File: src/rtl/manette_gen.sv
// ---------------------------------------------------------------------------
// manette_gen -- paddle column controller driven by two push buttons.
//
// Each raw button goes through a 2-flop synchroniser and its own debounce
// counter. A debounced rising level makes a move attempt. Holding the button
// makes a further attempt every REPEAT cycles. An attempt targets the
// neighbouring column. The target is accepted only if that column's stack
// height does not exceed the current paddle row.
//
// Parameters
//   NCOL     number of columns (2..16)
//   HW       width of height / row values
//   DEB      debounce stability length in cycles (>=1)
//   REPEAT   auto-repeat period in cycles (>=2)
//   INIT_COL column loaded at reset (< NCOL)
//   WRAP     0 = saturate at the edges, 1 = wrap around
//
// Ports
//   clk         single clock, rising edge
//   reset       asynchronous, active-low reset
//   boutonPlus  raw asynchronous move-right button
//   boutonMoins raw asynchronous move-left button
//   hauteurs    stack heights, column i at [i*HW +: HW]
//   row         current paddle row
//   col         registered current column
//   moved       one-cycle pulse when col changed
//   blocked     one-cycle pulse when a move attempt was refused
// ---------------------------------------------------------------------------
module manette_gen #(
  parameter int  NCOL     = 3,
  parameter int  HW       = 3,
  parameter int  DEB      = 4,
  parameter int  REPEAT   = 16,
  parameter int  INIT_COL = 1,
  parameter int  WRAP     = 0,
  localparam int CW       = (NCOL > 2) ? $clog2(NCOL) : 1
) (
  input  logic               clk,
  input  logic               reset,
  input  logic               boutonPlus,
  input  logic               boutonMoins,
  input  logic [NCOL*HW-1:0] hauteurs,
  input  logic [HW-1:0]      row,
  output logic [CW-1:0]      col,
  output logic               moved,
  output logic               blocked
);

  localparam int DW = (DEB > 1) ? $clog2(DEB) : 1;  // debounce counter width
  localparam int RW = $clog2(REPEAT);               // repeat counter width

  // Index 0 = plus button, index 1 = minus button.
  logic [1:0]         raw_s;
  logic [1:0]         sync1_q, sync2_q;
  logic [1:0]         lvl_q, lvl_d;
  logic [1:0][DW-1:0] deb_q, deb_d;
  logic [1:0][RW-1:0] rep_q, rep_d;
  logic [1:0]         fire_s;

  logic               try_plus_s, try_minus_s;
  logic               tgt_valid_s, accept_s;
  logic [CW-1:0]      tgt_s;
  logic [HW-1:0]      tgt_h_s;

  logic [CW-1:0]      col_q, col_d;
  logic               moved_q, moved_d;
  logic               blocked_q, blocked_d;

  assign raw_s = {boutonMoins, boutonPlus};

  // Debounce and auto-repeat per button; fire_s marks an attempt request.
  always_comb begin
    lvl_d  = lvl_q;
    deb_d  = '0;
    rep_d  = '0;
    fire_s = 2'b00;
    for (int b = 0; b < 2; b++) begin
      if (sync2_q[b] != lvl_q[b]) begin
        // The level flips on the DEB-th consecutive disagreeing sample.
        // The attempt is taken in that same cycle, so col updates at the
        // edge where the level flips.
        if (deb_q[b] == DW'(DEB - 1)) begin
          lvl_d[b] = sync2_q[b];
        end else begin
          deb_d[b] = deb_q[b] + DW'(1);
        end
      end else begin
        deb_d[b] = '0;
      end

      if (!lvl_d[b]) begin
        rep_d[b] = '0;
      end else if (!lvl_q[b]) begin
        fire_s[b] = 1'b1;
        rep_d[b]  = '0;
      end else if (rep_q[b] == RW'(REPEAT - 1)) begin
        fire_s[b] = 1'b1;
        rep_d[b]  = '0;
      end else begin
        rep_d[b] = rep_q[b] + RW'(1);
      end
    end
  end

  // Both buttons held: suppress attempts, but the counters keep running.
  assign try_plus_s  = fire_s[0] & ~(lvl_d[0] & lvl_d[1]);
  assign try_minus_s = fire_s[1] & ~(lvl_d[0] & lvl_d[1]);

  // Target column, edge handling, height lookup and next-state outputs.
  always_comb begin
    tgt_s       = col_q;
    tgt_valid_s = 1'b0;
    if (try_plus_s) begin
      if (col_q == CW'(NCOL - 1)) begin
        tgt_s       = '0;
        tgt_valid_s = (WRAP != 0);
      end else begin
        tgt_s       = col_q + CW'(1);
        tgt_valid_s = 1'b1;
      end
    end else if (try_minus_s) begin
      if (col_q == '0) begin
        tgt_s       = CW'(NCOL - 1);
        tgt_valid_s = (WRAP != 0);
      end else begin
        tgt_s       = col_q - CW'(1);
        tgt_valid_s = 1'b1;
      end
    end else begin
      tgt_s       = col_q;
      tgt_valid_s = 1'b0;
    end

    // The loop only covers real columns, so a non-power-of-two NCOL never
    // reads past the hauteurs vector.
    tgt_h_s = '0;
    for (int i = 0; i < NCOL; i++) begin
      if (tgt_s == CW'(i)) begin
        tgt_h_s = hauteurs[i*HW +: HW];
      end else begin
        tgt_h_s = tgt_h_s;
      end
    end
    accept_s = tgt_valid_s && (tgt_h_s <= row);

    col_d     = col_q;
    moved_d   = 1'b0;
    blocked_d = 1'b0;
    if (try_plus_s || try_minus_s) begin
      if (accept_s) begin
        col_d   = tgt_s;
        moved_d = 1'b1;
      end else begin
        blocked_d = 1'b1;
      end
    end else begin
      col_d = col_q;
    end
  end

  // State registers: synchronisers, debounce/repeat counters, outputs.
  always_ff @(posedge clk or negedge reset) begin
    if (!reset) begin
      sync1_q   <= 2'b00;
      sync2_q   <= 2'b00;
      lvl_q     <= 2'b00;
      deb_q     <= '0;
      rep_q     <= '0;
      col_q     <= CW'(INIT_COL);
      moved_q   <= 1'b0;
      blocked_q <= 1'b0;
    end else begin
      sync1_q   <= raw_s;
      sync2_q   <= sync1_q;
      lvl_q     <= lvl_d;
      deb_q     <= deb_d;
      rep_q     <= rep_d;
      col_q     <= col_d;
      moved_q   <= moved_d;
      blocked_q <= blocked_d;
    end
  end

  assign col     = col_q;
  assign moved   = moved_q;
  assign blocked = blocked_q;

endmodule
File: config.mk
export PLATFORM = sky130hd
export DESIGN_NAME = manette_gen
export DESIGN_NICKNAME = d
export VERILOG_FILES = /design/src/rtl/manette_gen.sv
export SDC_FILE = /design/constraint.sdc
export NUM_CORES = 1
export LEC_CHECK = 0
export CORE_MARGIN = 5
export CORE_UTILIZATION = 35
export CTS_BUF_LIST = sky130_fd_sc_hd__clkbuf_16
export DETAILED_ROUTE_END_ITERATION = 7
export GPL_TIMING_DRIVEN = 0
export PLACE_DENSITY = 0.6
export SLEW_MARGIN = 20
export SYNTH_ARGS = -nofsm -noshare
export SYNTH_HDL_FRONTEND = slang
export SYNTH_SLANG_ARGS = --single-unit
export TNS_END_PERCENT = 10
File: constraint.sdc
create_clock -name clk -period 4 [get_ports clk]
set_clock_uncertainty 0.1 [all_clocks]
set_input_delay 1.2 -clock clk [delete_from_list [all_inputs] [get_ports clk]]
set_output_delay 1.2 -clock clk [all_outputs]
set_load 0.01 [all_outputs]
# ---- After elaboration in Yosys (flattened, before gate mapping)
# Index checks and enable logic that the tools add are counted.
dict set report word_totals {
  register_bits 22
  latchBits 0
  ram_bits 0
  romBits 0
  in_bits 16
  out_inout_bits 4
  wordCells 70
  memories 0
}
dict set report classes {
  add_sub_neg 6
  multipliers 0
  div_mod_pow 0
  order_cmp 1
  eq_ne 9
  shift 0
  mux 35
  n_bitwise 4
  n_reduce_logical 5
}
# cell n
set ops {}
lappend ops {{4-bit 2-to-1 mux} 6}
lappend ops {{1-bit 2-to-1 mux} 18}
lappend ops {{2-bit 2-to-1 mux} 8}
lappend ops {{3-bit 2-to-1 mux} 3}
lappend ops {{4-bit by 1-bit adder with 4-bit output (second input constant)} 2}
lappend ops {{2-bit == test (second input constant)} 4}
lappend ops {{4-bit == test (second input constant)} 2}
lappend ops {{2-bit by 1-bit adder with 2-bit output (second input constant)} 3}
lappend ops {{2-bit logical NOT} 2}
lappend ops {{1-bit bitwise AND} 3}
lappend ops {{3-bit less-or-equal comparator} 1}
lappend ops {{2-bit by 1-bit == test with 1-bit output (second input constant)} 1}
lappend ops {{1-bit inequality test} 2}
lappend ops {{2-bit AND reduction} 1}
lappend ops {{2-bit by 1-bit subtractor with 2-bit output (second input constant)} 1}
lappend ops {{1-bit logical AND} 1}
lappend ops {{1-bit logical OR} 1}
lappend ops {{1-bit inverter} 1}

# ---- Depth between registers and ports, before layout
# Gate-level depths: netlist of the first run.
dict set report depth {
  word_depth 16
  depth_mapped 14
  mapped_depth_nobuf 13
}

# ---- Worst setup path before layout of the first run
# No wires, ideal clock.
dict set report synth_path {
  kind {reg-to-reg}
  from {register deb_q[0] (netlist name)}
  to {register col_q[1] (netlist: col[1])}
  setup_ns 0.125
  arrival_ns 3.019
  required_time_ns 3.775
  path_slack_ns 0.756
  stages_incl_launch_ff 14
  path_buffers 0
  period_less_slack_ns 3.244
  cell_sequence {dfrtp_1 > ha_1 > mux2i_4 > inv_2 > a211o_4 > or2_1 > a31oi_4 > mux2i_1 > ha_1 > nor2b_1 > o21ai_0 > nand2b_1 > a21oi_2 > mux2_2}
}
dict set report synth_between {
  elab_chain_len 15
  word_cells_on_any_way 22
  cone_classes {1 x order compare; 3 x eq/ne; 10 x mux; 4 x bitwise; 4 x reduce/logical}
}
# item line
set synth_lines {}
lappend synth_lines {{from (decl)} 56} ;# logic [1:0][DW-1:0] deb_q, deb_d;
lappend synth_lines {{from (signal assigned)} 167} ;# deb_q <= '0;
lappend synth_lines {{from (signal assigned)} 176} ;# deb_q <= deb_d;
lappend synth_lines {{2-bit == test *} 82} ;# if (deb_q[b] == DW'(DEB - 1)) begin
lappend synth_lines {{1-bit 2-to-1 mux *} 82}
lappend synth_lines {{1-bit 2-to-1 mux *} 78} ;# if (sync2_q[b] != lvl_q[b]) begin
lappend synth_lines {{via lvl_d[0]} 55} ;# logic [1:0] lvl_q, lvl_d;
lappend synth_lines {{1-bit bitwise AND} {106, 107}}
lappend synth_lines {{1-bit inverter} {106, 107}}
lappend synth_lines {{1-bit bitwise AND} 107} ;# assign try_minus_s = fire_s[1] & ~(lvl_d[0] & lvl_d[1]);
lappend synth_lines {{2-bit 2-to-1 mux} 121} ;# end else if (try_minus_s) begin
lappend synth_lines {{2-bit 2-to-1 mux} 113} ;# if (try_plus_s) begin
lappend synth_lines {{2-bit logical NOT} 138} ;# if (tgt_s == CW'(i)) begin
lappend synth_lines {{3-bit 2-to-1 mux (3 in a row)} 138}
lappend synth_lines {{3-bit less-or-equal comparator} 144} ;# accept_s = tgt_valid_s && (tgt_h_s <= row);
lappend synth_lines {{1-bit logical AND} 144}
lappend synth_lines {{2-bit AND reduction (no line)} -}
lappend synth_lines {{to (signal assigned)} 169} ;# col_q <= CW'(INIT_COL);
lappend synth_lines {{to (signal assigned)} 178} ;# col_q <= col_d;
lappend synth_lines {{to (decl)} 65} ;# logic [CW-1:0] col_q, col_d;
# Mark *: on every way through the listed nets, which the timed path passes. The rest lies on a longest branch.
# A chain may end at the register's enable or synchronous reset.

# ---- Worst setup path in the final report of the first run
# Same ends and word-level chain as after synthesis.

==> results of run 1 <==
-- flip-flops by register name, indices dropped and copies added (netlist names) --
name     flops
blocked      1
col          2
deb_q        4
lvl_q        2
moved        1
rep_q        8
sync1_q      2
sync2_q      2
-- through the flow --
step	utilization (%)	setup slack (ps)	power, mW	std cells	cell area [µm²]
detailed placement	42.6	204	0.968	185	1540
finish	45.4	502	1.23	189	1640
global placement	42.6	286	0.932	185	1540
global route	45.4	107	1.34	189	1640
CTS	45.6	447	1.25	189	1640
floorplan	-	756	0.806	118	1290
-- final timing paths --
kind / cells after the start / to / slack [ps] / from
setup / recovery: 13 / col[1] / 500 / deb_q[0]
hold / removal: 0 / sync2_q[0] / 250 / sync1_q[0]
setup reg to reg: 13 / col[1] / 500 / deb_q[0]
hold reg to reg: 0 / sync2_q[0] / 250 / sync1_q[0]
max in group asynchronous: 1 / col[0] / 2650 / reset
min in group asynchronous: 1 / rep_q[4] / 800 / reset
-- cells by family after synthesis --
family                     Yosys count  synth area share (%)
muxes                                7                  7.00
DFF                                 22                  42.9
AOI/OAI and AO/OA                   31                  21.4
adders and majority gates           10                  9.72
buffers and inverters               15                  4.47
xor gates and xnor gates             4                  2.72
and+or+nand+nor                     29                  11.9
-- layout make-up --
class                           instances  area share, %
Tap cell                               48           3.67
Sequential cell                        22           33.7
Clock inverter                          1           1.83
Multi-Input combinational cell         81           41.4
Timing Repair Buffer                   19           11.3
Buffer                                  1          0.306
Clock buffer                            3           4.58
Inverter                               14           3.21
-- report_power, final --
group | switching (mW) | internal (mW)
Sequential | 0.0740 | 0.294
Combinational | 0.301 | 0.283
Clock | 0.0768 | 0.199
Total | 0.452 | 0.775
-- worst reg2reg max path, cell delays in order (launching register included) --
cell and delay (ps):
dfrtp_1 350, ha_1 270, mux2i_4 300, inv_2 90, a211o_4 360, or2_1 250
a31oi_4 240, mux2i_1 250, ha_1 270, nor2b_1 130, o21ai_0 140, nand2b_1 90
a21oi_2 210, mux2_2 360
-- metal layers --
layer / global-route usage [%] / vias to the layer above
met5: 0 / -
met4: 8.35 / 0
met3: 1.99 / 9
met2: 19.6 / 25
met1: 12.5 / 442
li1: - / 468
-- cells in the final DEF, fill, tap and decap left out, drive strengths merged, types with 5 or more instances in the layout --
| cell | Yosys | layout |
|---|---|---|
| ha | 10 | 10 |
| nor2 | 7 | 7 |
| o21ai | 6 | 6 |
| clkdlybuf4s50 | 0 | 18 |
| a21oi | 5 | 5 |
| dfrtp | 21 | 21 |
| inv | 14 | 14 |
| a211oi | 5 | 5 |
==> results.sh, run 1 <==
export IMPL_status="finished clean"
export IMPL_route_vias_total=944
export IMPL_cts_hold_buffers_added=0
export IMPL_critical_path_endpoint_type="register"
export IMPL_met3_length_um=89
export IMPL_timing_setup_critical_path_class="reg2reg"
export IMPL_via_per_inst=4.99
export IMPL_grt_first_pass_wirelength_mm=4.53
export IMPL_tightestPinTransition_ps=480
export IMPL_die_area_um2=4990
export IMPL_die_height_um=70.7
export IMPL_drt_antenna_violating_nets=0
export IMPL_nFillCells=344
export IMPL_grt_antenna_before_repair=0
export IMPL_setup_viol_count_final=0
export IMPL_post_cts_setup_buffers=0
export IMPL_synth_distinct_cells=37
export IMPL_post_drt_wl_per_cell_um=12.8
export IMPL_place_gp_congestion=0.769
export IMPL_timing_hold_ws_ps=247
export IMPL_setup_repair_after_global_routing_missed_its_margin="no"
export IMPL_path_clk_slew_ps=60
export IMPL_top_layer_used="met4"
export IMPL_gr_usage_all_layers_pct=11.4
export IMPL_number_of_cells_produced_by_synthesis=118
export IMPL_area_growth_syn_to_layout_pct=27.2
export IMPL_routed_wl_met2_mm=1.21
export IMPL_fp_dieW_um=70.7
export IMPL_hold_viol_final=0
export IMPL_cts_root_buffer_cell="clkbuf_16"
export IMPL_timing_critical_path_mode_cell="ha_1"
export IMPL_critical_path_top_delay_family="compound AO/OA/AOI/OAI gates"
export IMPL_pre_repair_dr_iteration_count=3
export IMPL_cts_tree="yes"
export IMPL_maxcap_violations=0
export IMPL_cp_max_fo=9
export IMPL_yosysWarnings=0
export IMPL_rows=22
export IMPL_cts_buffers=3
export IMPL_critical_path_startpoint_type="register"
export IMPL_yosysSeqAreaShare_pct=42.9
export IMPL_worst_ir_drop_vdd_uv=295
export IMPL_post_route_cells_drive_above_1_share_pct=14.2
export IMPL_synth_enable_flop_cells=0
export IMPL_yosysMostFrequentCell="dfrtp_1"
export IMPL_final_net_count=168
export IMPL_critical_path_cell_chain="ha_1, mux2i_4, inv_2, a211o_4, or2_1, a31oi_4, mux2i_1, ha_1, nor2b_1, o21ai_0, nand2b_1, a21oi_2, mux2_2"
export IMPL_layout_worst_path_cycle_share_pct=87.5
export IMPL_yosysTopAreaCell="dfrtp_1"
export IMPL_initialDrtViolationCount=12
export IMPL_crit_required_ps=4040
export IMPL_overflow=0
export IMPL_drt_met1_wl_mm=1.01
export IMPL_worst_skew_pair_late_latency_ps=250
export IMPL_syn_nets=144
export IMPL_power_density_cell_area_nw_per_um2=749
export IMPL_leakagePower_nw=0.714
export IMPL_cts_root_to_sink_buffers=2
export IMPL_cell_types_with_the_largest_area_share_after_synthesis="dfrtp_1 41%, ha_1 9.7%, inv_1 3.5%"
export IMPL_grt_start_max_net_pins=23
export IMPL_postCtsResizedCells=0
export IMPL_min_period_ps=3500
export IMPL_maxClockFrequency_mhz=286
export IMPL_clock_sink_count=22
export IMPL_critical_path_arrival_ps=3540
export IMPL_slew_headroom_pct=68.0
export IMPL_crit_path_top_delay_cell="a211o_4"
export IMPL_detailedPlacementHpwl_mm=1.94
export IMPL_synth_area_per_cell_um2=10.9
export IMPL_fraction_of_registers_with_async_set_reset_pct=100
export IMPL_drc=0
export IMPL_cp_num_buf_inv=1
export IMPL_insertedDiodeCount=0
export IMPL_netlist_top_cells_count="21 x dfrtp_1, 12 x inv_1, 10 x ha_1, 7 x nor2_1, 6 x o21ai_0"
export IMPL_synth_ff_type="dfrtp_1"
export IMPL_setup_total_negative_slack_ps=0
export IMPL_floorplan_initialDensity_pct=35.7
export IMPL_core_area_um2=3610
export IMPL_drt_wl_total_mm=2.41
export IMPL_hp_class="reg2reg"
export IMPL_timing_critical_path_slowest_cell_delay_ps=360
export IMPL_ctsHtreeMaxLevel=1
export IMPL_multi_input_area_um2=678
export IMPL_via_count_of_the_first_global_routing_pass=1080
export IMPL_io_buffer_count=19
export IMPL_combined_area_of_all_synthesized_cells_um2=1290
export IMPL_io_pin_count=20
export IMPL_synth_ff_latch_count=22
export IMPL_synthDominantCellAreaShare_pct=40.8
export IMPL_report_final_slew_viol_count=0
export IMPL_area_sequential_um2=552
(Power assumes the default switching activity.)
==> run 2, diff against run 1 <==
CAP_MARGIN = 15   (was default)
==> results of run 2 <==
The final DEF is identical to that of run 1; final timing and power are the same.
